--- src/rtl/tdc_framer.sv ---
// tdc_framer
//   Time-to-digital interval counter with a byte-stream framer. A rising edge
//   on start arms the counter and a rising edge on stop ends the measurement.
//   The interval in clk cycles is then sent LSB-first as ceil(CNT_W/8) bytes
//   over a valid/ready byte stream (toward a Uart instance). If the count
//   saturates before stop arrives, all-ones is sent and overflow is raised.
//
//   Build option: define TDC_HEADER_EN to prefix every frame with HEADER_BYTE.
//
// Parameters
//   CNT_W        interval counter width in bits (8..32)
//   HEADER_BYTE  frame sync byte (only used with TDC_HEADER_EN)
//
// Ports
//   clk        in   system clock, rising edge
//   rst        in   synchronous active-high reset
//   start      in   measurement start level (rising edge arms)
//   stop       in   measurement stop level (rising edge ends)
//   axi_valid  out  byte-stream valid
//   axi_ready  in   byte-stream ready
//   axi_data   out  byte-stream data [7:0]
//   busy       out  high while counting or sending
//   overflow   out  high when the last measurement saturated
module tdc_framer #(
  parameter int unsigned CNT_W       = 24,
  parameter logic [7:0]  HEADER_BYTE = 8'hA5
) (
  input  logic       clk,
  input  logic       rst,
  input  logic       start,
  input  logic       stop,
  output logic       axi_valid,
  input  logic       axi_ready,
  output logic [7:0] axi_data,
  output logic       busy,
  output logic       overflow
);

  localparam int unsigned NB = (CNT_W + 7) / 8;
`ifdef TDC_HEADER_EN
  localparam int unsigned NFRAME = NB + 1;
`else
  localparam int unsigned NFRAME = NB;
`endif
  localparam int unsigned IDX_W = 3;

  typedef enum logic [1:0] {
    IDLE  = 2'd0,
    COUNT = 2'd1,
    SEND  = 2'd2
  } state_e;

  state_e              state_q, state_d;
  logic                start_q, stop_q;
  logic [CNT_W-1:0]    cnt_q, cnt_d;
  logic [NB*8-1:0]     shreg_q, shreg_d;
  logic [IDX_W-1:0]    idx_q, idx_d;
  logic                ovf_q, ovf_d;

  logic start_rise;
  logic stop_rise;
  logic sat;
  logic xfer;
  logic last;

  assign start_rise = start & ~start_q;
  assign stop_rise  = stop & ~stop_q;
  // Counter already holds all-ones: one more cycle cannot be represented.
  assign sat        = &cnt_q;
  assign xfer       = axi_valid & axi_ready;
  assign last       = (idx_q == IDX_W'(NFRAME - 1));

  // Edge-detect history keeps updating in every state so a level held
  // through SEND never shows up as a late edge.
  always_ff @(posedge clk) begin
    if (rst) begin
      start_q <= 1'b1;
      stop_q  <= 1'b1;
    end else begin
      start_q <= start;
      stop_q  <= stop;
    end
  end

  // State register
  always_ff @(posedge clk) begin
    if (rst) begin
      state_q <= IDLE;
    end else begin
      state_q <= state_d;
    end
  end

  // Next-state logic
  always_comb begin
    state_d = state_q;
    case (state_q)
      IDLE: begin
        if (start_rise) begin
          state_d = COUNT;
        end
      end
      COUNT: begin
        if (sat || stop_rise) begin
          state_d = SEND;
        end
      end
      SEND: begin
        if (xfer && last) begin
          state_d = IDLE;
        end
      end
      default: state_d = IDLE;
    endcase
  end

  // Datapath next-state
  always_comb begin
    cnt_d   = cnt_q;
    shreg_d = shreg_q;
    idx_d   = idx_q;
    ovf_d   = ovf_q;
    case (state_q)
      IDLE: begin
        if (start_rise) begin
          cnt_d = '0;
          ovf_d = 1'b0;
          idx_d = '0;
        end
      end
      COUNT: begin
        idx_d = '0;
        // cnt_q holds (cycles since the start edge) - 1, so the result
        // latched on a stop edge is cnt_q + 1.
        if (sat) begin
          shreg_d              = '0;
          shreg_d[CNT_W-1:0]   = '1;
          ovf_d                = 1'b1;
        end else if (stop_rise) begin
          shreg_d              = '0;
          shreg_d[CNT_W-1:0]   = cnt_q + CNT_W'(1);
        end else begin
          cnt_d = cnt_q + CNT_W'(1);
        end
      end
      SEND: begin
        if (xfer) begin
          idx_d = last ? '0 : idx_q + IDX_W'(1);
`ifdef TDC_HEADER_EN
          if (idx_q != '0) begin
            shreg_d = shreg_q >> 8;
          end
`else
          shreg_d = shreg_q >> 8;
`endif
        end
      end
      default: begin
        idx_d = '0;
      end
    endcase
  end

  always_ff @(posedge clk) begin
    if (rst) begin
      cnt_q   <= '0;
      shreg_q <= '0;
      idx_q   <= '0;
      ovf_q   <= 1'b0;
    end else begin
      cnt_q   <= cnt_d;
      shreg_q <= shreg_d;
      idx_q   <= idx_d;
      ovf_q   <= ovf_d;
    end
  end

  // Output logic
  always_comb begin
    axi_valid = 1'b0;
    axi_data  = 8'h00;
    busy      = (state_q != IDLE);
    overflow  = ovf_q;
    if (state_q == SEND) begin
      axi_valid = 1'b1;
`ifdef TDC_HEADER_EN
      axi_data  = (idx_q == '0) ? HEADER_BYTE : shreg_q[7:0];
`else
      axi_data  = shreg_q[7:0];
`endif
    end
  end

endmodule

--- config.mk ---
export PLATFORM = sky130hd
export DESIGN_NAME = tdc_framer
export DESIGN_NICKNAME = d
export VERILOG_FILES = /design/src/rtl/tdc_framer.sv
export SDC_FILE = /design/constraint.sdc
export NUM_CORES = 1
export LEC_CHECK = 0
export BUFFER_PORTS_ARGS = -buffer_cell sky130_fd_sc_hd__buf_2
export CORE_MARGIN = 2
export CORE_UTILIZATION = 42
export CTS_CLUSTER_DIAMETER = 200
export DETAILED_ROUTE_END_ITERATION = 8
export HOLD_SLACK_MARGIN = 0.15
export PLACE_DENSITY = 0.6
export SETUP_SLACK_MARGIN = 0.3
export SLEW_MARGIN = 5
export SYNTH_ARGS = -nofsm -noshare
export SYNTH_HDL_FRONTEND = slang
export SYNTH_SLANG_ARGS = --single-unit
--- constraint.sdc ---
create_clock -name clk -period 5.8 [get_ports clk]
set_input_delay 0.87 -clock clk [delete_from_list [all_inputs] [get_ports clk]]
set_output_delay 0.87 -clock clk [all_outputs]
set_load 0.03 [all_outputs]
# ---- Yosys cells after proc, flatten, opt, wreduce, memory -nomap -nowiden
# Index checks and enable logic that the tools add are counted.
dict set report totals {
  register_bits 56
  inputBits 5
}
dict set report classes {
  add_sub_neg 2
  n_eq_ne 11
  muxes 21
  bitwise_logic 5
  reduce_logical 12
}
# operator n
set op_table {}
lappend op_table {{$mux 24} 6}
lappend op_table {{$pmux 24 s2} 2}
lappend op_table {{$add 24x1->24 const B} 1}
lappend op_table {{$reduce_and 24->1} 1}
lappend op_table {{$ne 2x2->1 const B} 7}
lappend op_table {{$mux 3} 3}
lappend op_table {{$reduce_and 3->1} 3}
lappend op_table {{$mux 8} 1}
lappend op_table {{$mux 2} 3}
lappend op_table {{$pmux 2 s3} 1}
lappend op_table {{$pmux 3 s2} 1}
lappend op_table {{$reduce_bool 2->1} 3}
lappend op_table {{$reduce_and 4->1} 1}
lappend op_table {{$add 3x1->3 const B} 1}
lappend op_table {{$and 1x1->1} 3}
lappend op_table {{$eq 3x2->1 const B} 1}
lappend op_table {{$mux 1} 3}
lappend op_table {{$ne 3x3->1 const B} 1}
lappend op_table {{$eq 2x1->1 const B} 1}
lappend op_table {{$eq 2x2->1 const B} 1}
lappend op_table {{$logic_not 2->1} 1}
lappend op_table {{$not 1->1} 2}
lappend op_table {{$pmux 1 s2} 1}
lappend op_table {{$reduce_and 2->1} 1}
lappend op_table {{2 further kinds} 2}

# ---- Logic depth before layout (Yosys ltp)
# Gate-level depths: netlist of the first run.
dict set report depth {
  ltp_word 6
  mapped_depth 8
}

# ---- Worst setup path before layout of the first run
# OpenSTA, ideal clock, no wires.
dict set report synth_path {
  kind {reg-to-output}
  start {register state_q[0]}
  end {output port axi_data[0]}
  arrival_ns 1.502
  setup_slack_ns 3.428
  path_stages_with_launch 6
  n_path_buf 2
  cell_sequence {dfxtp_1 nand2b_1 clkbuf_1 inv_1 clkbuf_1 and2_1}
}
dict set report synth_via {
  elab_chain_cells 2
}
# item line
set synth_rtl {}
lappend synth_rtl {{start: declaration} 53} ;# state_e state_q, state_d;
lappend synth_rtl {{start signal: assignment} 90} ;# state_q <= state_d;
lappend synth_rtl {{$eq 2x2->1} 184} ;# if (state_q == SEND) begin
lappend synth_rtl {{$mux 8} 184}
lappend synth_rtl {{end: declaration} 34} ;# output logic [7:0] axi_data,
# Every way passes these cells.

# ---- Worst setup path after layout of the first run
dict set report layout_path {
  start {register state_q[0]}
  end {output port axi_data[5]}
}
# The elaborated chain is that of the path after synthesis.

==> results.md, run 1 <==
- Synth cell count leaders: dfxtp_1 (56), nand2_1 (30), nor2_1 (25), a22o_1 (21)
- Syn Nets: roughly 360
- Largest net degree at the start of global routing: 34
- Reg2reg start: state_q[0]$_SDFFE_PP0P_
- Postcts setup bufs: 0
- Critical path type: flop to primary output
- CP required: around 4.9 ns
- Post-route insts no fill: 453
- Clock slew at reported path FFs: about 0.11 ns
- Final Power: between 0.6 and 0.7 mW
- Clock skew: approximately 0.013 ns
- Cell Rows: 30
- Fmax: 0.297 GHz
- Critical Path Start: state_q[0]$_SDFFE_PP0P_
- H-Tree Depth: 2
- Port Buffers: 15
- Syn. warnings: 0
- Post-synth top area cell: dfxtp_1
- Final #Nets: between 300 and 400
- Mapped Cells: between 300 and 400
- Power per cell area: approximately 220 mW/mm^2
- # IOs: 16
- Syn avg cell area: 8.30 sq um
- Clk_lat worst skew: about 0.32 ns
- Die ar.: 0.00772 sq mm
- N_diodes: 0
- WL met2: 3050 um
- RD Place Congestion: ~0.89
- Routed WL: about 7000 um
- DR vias: 2561
- Clock power share: 0.318
- Worst-path cell chain: nand2b_1, inv_1, and2_1, buf_2
- Core area: slightly below 0.007 sq mm
- Post-route minimum period: 3.36 ns
- Final max-slew violation count: 0
- Post-synthesis cell area: around 0.003 sq mm
- CP delay by family, top: simple AND/OR/NAND/NOR gates
- WL/cell: between 15 and 20 um
- Tcrit/Tclk final: 0.580
- Met3 WL: between 200 and 250 um
- VDD IR-drop max: 0.0908 mV
- Final setup violation count: 0
- Worst setup EP type: primary output
- Sequential Power Share: 0.565
- Min-delay src: shreg_q[22]$_SDFFE_PP0P_
- Final setup TNS: 0 ns
- Initial antenna violation count: 0
- Clock buffer depth: 2
- Crit-path max cell delay: between 0.8 and 0.9 ns
- P_sw: between 0.15 and 0.2 mW
- Vias in the first global route: ~2300
- Crit path buffers/inverters: 2
- Crit Path Max Fanout: 33
- DR DRC count: 0
- Int Pwr: 0.501 mW
- Leakage Power: approximately 1.2 nW
- Worst EP arrival: ~2.5 ns
- Iter 0 DRT Violations: about 150
- Max-cap violations: 0
- Hold Path Class: flop to flop
- Pre-antenna DRT Iters: 4
- Final instance area: approximately 0.0031 sq mm
- Comb pwr share: 0.117
- Post-CTS sizing: 0
- Total CTS buffers: 5
- Post-cts hold buffer count: 0
- RSZ-0062 raised after global routing: false
- Endpoints failing hold: 0
- Main area contributors after synthesis: dfxtp_1 (38%), a22o_1 (6.2%), a31oi_1 (4.0%)
- All-Layer GR Usage: 0.186
- DR top layer: met4
- Worst hold slack: between 0.4 and 0.5 ns
- CP startpoint kind: flop
- Switching Fraction: 0.282
- Slowest CP cell: nand2b_1
- Clk sink count: 56
- Most common flop cell mapped by yosys: dfxtp_1
- Count leader, synth: dfxtp_1
- Global-route wire length before repair: around 11000 um
- Yosys cell types: 49
- Layout cell share with drive strength beyond 1: 0.118
- DP Area: 0.00306 sq mm
- Outcome: finished clean
- Vias per inst: 5.65
- HPWL Detailed: between 4000 and 5000 um
- Area grow syn2layout: 6.52%
- DRT met1 WL: ~3500 um
- Chip Height: 87.9 um
- Initial Util: 0.435
- Post-synth EDFFs: 0
- ANT nets after route: 0
- Yosys top cell area share: 0.379
- Die X: just under 90 um
- CTS tree: yes
- Seq/Total Area, Yosys: 0.379
- Post-synth ARST share: 0
- Cells after DPL: roughly 450
- Grt ovf: 0
- Flops & latches, synth: 56
- Slew margin rel.: 0.271
- Clk root buf: clkbuf_8
- Worst slew pin tran: 1.09 ns
## tightest hold or removal path, delay by kind of cell, from the launching register on
kind / cells / cell delay (ns)
and+or+nand+nor: 2 / 0.09
DFF: 1 / 0.32
## logic make-up after synthesis
family,count (synthesis),synth area share
AND/OR/NAND/NOR,137,0.251
multiplexers,6,0.0203
buffers and inverters,37,0.0567
AO/OA/AOI/OAI,103,0.240
flip-flops,56,0.379
adder cells (fa/ha/maj),1,0.00423
XOR/XNOR,16,0.0474
## cells in the final DEF, fill, tap and decap left out, types with 8 or more instances in the layout
| cell type | count |
|---|---|
| dfxtp_1 | 56 |
| nand2_1 | 30 |
| nor2_1 | 25 |
| a22o_1 | 21 |
| a21oi_1 | 19 |
| a31oi_1 | 19 |
| o21ai_0 | 18 |
| nand3_1 | 15 |
| buf_2 | 15 |
| inv_1 | 12 |
| xnor2_1 | 11 |
| and2_1 | 9 |
| nand4_1 | 9 |
| a21o_1 | 8 |
## worst paths after layout
kind	cells after the start	slack [ns]	end
max	4	2.44	axi_data[5]
min	2	0.45	shreg_q[22]$_SDFFE_PP0P_
max reg2reg	7	2.84	shreg_q[23]$_SDFFE_PP0P_
min reg2reg	2	0.45	shreg_q[22]$_SDFFE_PP0P_
## power groups by stage
stage               Clock (mW)  Combinational [mW]  Sequential (mW)
global placement             0              0.0815            0.403
finish                   0.222              0.0819            0.394
detailed placement           0              0.0822            0.403
global route             0.245              0.0901            0.395
floorplan                    0              0.0618            0.401
CTS                      0.227              0.0826            0.394
## final cells by class
cell class                 instances  area (sq um)
timing repair buffer              18          97.6
clock buffer                       5          68.8
multi-input combinational        263          1670
fill                             689          3650
tap                               96           120
sequential                        56          1120
clock inverter                     3          21.3
inverter                          12          45.0
## sequential cells by signal, indices dropped and copies added, names as in the netlist
signal / count
cnt_q: 24
idx_q: 3
state_q: 2
shreg_q: 24
start_q: 1
stop_q: 1
overflow: 1
## metal layers
metal	vias to the layer above	global-route usage
met4	0	0.0434
met5	-	0
li1	1304	-
met1	1199	0.264
met3	5	0.0320
met2	53	0.297
## stage by stage
step	util	setup WS, ns
floorplan	-	3.43
global placement	0.450	2.80
detailed placement	0.450	2.79
CTS	0.463	2.42
global route	0.463	2.14
finish	0.463	2.44
(Power assumes the default switching activity.)
==> run 2: changes to the inputs <==
- PLACE_DENSITY: 0.6 -> 0.63
- clock period: 5.8 -> 2.9 ns (I/O delays scaled with it)
==> run 2 against run 1 <==
Effect of this change:
- critical path depth rose by 2
- power is 100% higher
- flip-flop and latch count stayed put
- clock skew is 0.0010 ns higher
- hold slack worse by 0.13 ns
- cell count rose by 2.0%
- largest power group unchanged
- clock power is 100% higher
- sequential share of layout area down 0.90 points
==> results.md, run 2 (synthesis gave the netlist of run 1 again) <==
- Outcome: finished clean
- CP startpoint kind: flop
- P_sw: 0.403 mW (+100%)
- # IOs: 16 (unchanged)
- Crit Path Max Fanout: 9 (-73%)
- Final max-slew violation count: 0 (unchanged)
- Clock slew at reported path FFs: 0.11 ns (about the same)
- Postcts setup bufs: 0 (unchanged)
- Leakage Power: 1.20 nW (+3.7%)
- Grt ovf: 0 (unchanged)
- Vias per inst: 5.73 (+1.3%)
- Routed WL: 7250 um (+5.5%)
- DR DRC count: 0 (unchanged)
- Worst slew pin tran: 0.725 ns (-0.370 ns)
- Hold Path Class: input pin to flop
- Final setup TNS: 0 ns (unchanged)
- RSZ-0062 raised after global routing: false
- Global-route wire length before repair: 11800 um (+3.9%)
- Fillers: 692 (+0.44%)
- Core area: 0.00679 sq mm (unchanged)
- Initial Util: 0.435 (unchanged)
- Clock buffer depth: 2 (unchanged)
- Vias in the first global route: 2249 (-1.9%)
- Post-cts hold buffer count: 0 (unchanged)
- Clock skew: 0.0139 ns (+0.00102 ns)
- Iter 0 DRT Violations: 206 (+39%)
- Commonest cells after routing, fill and taps aside: dfxtp_1 (56), nand2_1 (30), nor2_1 (25), a22o_1 (21)
- Chip Height: 87.9 um (unchanged)
- ANT nets after route: 0 (unchanged)
- Clk sink count: 56 (unchanged)
- Clk root buf: clkbuf_8
- CTS tree: yes
- Total CTS buffers: 5 (unchanged)
- Post-route minimum period: around 2.4 ns
- Max-cap violations: 0 (unchanged)
- Switching Fraction: 0.285 (+0.00294)
- DR vias: 2645 (+3.3%)
- Power per cell area: 438 mW/mm^2 (+98%)
- Die ar.: 0.00772 sq mm (unchanged)
- Port Buffers: 15 (unchanged)
- Tcrit/Tclk final: 0.845
- CP required: 3.16 ns (-1.77 ns)
- Worst setup EP type: flop
- All-Layer GR Usage: 0.193 (+0.00680)
- H-Tree Depth: 2 (unchanged)
- Clk_lat worst skew: 0.32 ns (about the same)
- Cell Rows: 30 (unchanged)
- Die X: 87.9 um (unchanged)
- Slew margin rel.: 0.515 (+0.245)
- Sequential Power Share: 0.557 (-0.008)
- RD Place Congestion: 0.815 (-7.9%)
- Int Pwr: 1.01 mW (+100%)
- Area grow syn2layout: 9.27%
- Clock power share: 0.321 (+0.003)
- Comb pwr share: 0.122 (+0.005)
- HPWL Detailed: 5240 um (+7.4%)
- Fmax: 0.408 GHz
- WL/cell: 15.7 um (+3.4%)
- Commonest non-fill, non-tap cell in the layout: dfxtp_1
- Final Util: 0.475 (+0.0120)
- Worst EP arrival: 2.71 ns (+0.22 ns)
- N_diodes: 0 (unchanged)
- Largest net degree at the start of global routing: 33 (-2.9%)
- Initial antenna violation count: 0 (unchanged)
- Final #Nets: 371 (+2.5%)
- Top Registers: cnt_q: 24 flops, shreg_q: 24 flops, idx_q: 3 flops
- Final setup violation count: 0 (unchanged)
- Pre-antenna DRT Iters: 7 (+3)
- Endpoints failing hold: 0 (unchanged)
- VDD IR-drop max: 0.185 mV (+100%)
- Layout cell share with drive strength beyond 1: 0.142 (+0.0244)
- Critical path type: flop to flop
==> run 2: changes by cell type in the layout (fill, tap and decap cells not counted) <==
cell	previous run	this run
buf_4	3	12
ha_1	1	0
ha_2	0	1
clkinv_2	1	0
a211oi_4	0	1
a211oi_2	1	0
inv_6	1	2
==> run 2: power groups by stage <==
stage	clock network [mW]	registers, mW	logic [mW]
6_report	0.455	0.789	0.172
5_1_grt	0.499	0.791	0.191
3_5_place_dp	0	0.806	0.169
4_1_cts	0.467	0.789	0.170
2_1_floorplan	0	0.803	0.124
3_3_place_gp	0	0.805	0.169
==> run 2: critical path, stage by stage (launching register included) <==
cell and delay [ns]:
dfxtp_1 0.53, nand4_1 0.29, buf_4 0.25, or4_1 0.58, or4_1 0.45, a31oi_1 0.19
a21o_1 0.10
==> run 2: layout make-up <==
| cell class | instances | area [sq um] | area share |
|---|---|---|---|
| multi-input cells | 263 | 1680 | 0.522 |
| flip-flops and latches | 56 | 1120 | 0.347 |
| repair buffers | 27 | 165 | 0.0511 |
| well taps | 96 | 120 | 0.0372 |
| clock buffers | 5 | 68.8 | 0.0213 |
| inverters | 12 | 45.0 | 0.0139 |
| clock inverters | 3 | 25.0 | 0.00775 |
==> run 2: repair_timing <==
item / 4_1_cts / 5_1_grt
resized for setup: 0 / 2
endpoints found under the setup margin: 0 / 5
endpoints found under the hold margin: 0 / 0
==> run 2: metal layers <==
metal | part of all wire | global-route usage
met1 | 0.50 | 0.293
met2 | 0.45 | 0.293
met3 | 0.051 | 0.0311
met4 | 0.0044 | 0.0308
met5 | 0 | 0
==> run 2: final timing paths <==
check                      startpoint                        to  slack, ns  depth (start not counted)
min                             start        start_q$_SDFF_PP1_       0.32                          2
min reg2reg  shreg_q[22]$_SDFFE_PP0P_  shreg_q[22]$_SDFFE_PP0P_       0.46                          2
max reg2reg     cnt_q[4]$_SDFFE_PP0P_  shreg_q[21]$_SDFFE_PP0P_       0.45                          6
max             cnt_q[4]$_SDFFE_PP0P_  shreg_q[21]$_SDFFE_PP0P_       0.45                          6
==> run 2: through the flow <==
step | hold WS, ns | instances | setup WS [ns] | area (sq um) | power (mW)
floorplan | 0.416 | 356 | 0.765 | 2960 | 0.927
global placement | 0.438 | 454 | 0.485 | 3130 | 0.974
detailed placement | 0.441 | 454 | 0.456 | 3130 | 0.975
CTS | 0.319 | 462 | 0.436 | 3220 | 1.43
global route | 0.314 | 462 | 0.346 | 3230 | 1.48
finish | 0.322 | 462 | 0.450 | 3230 | 1.42
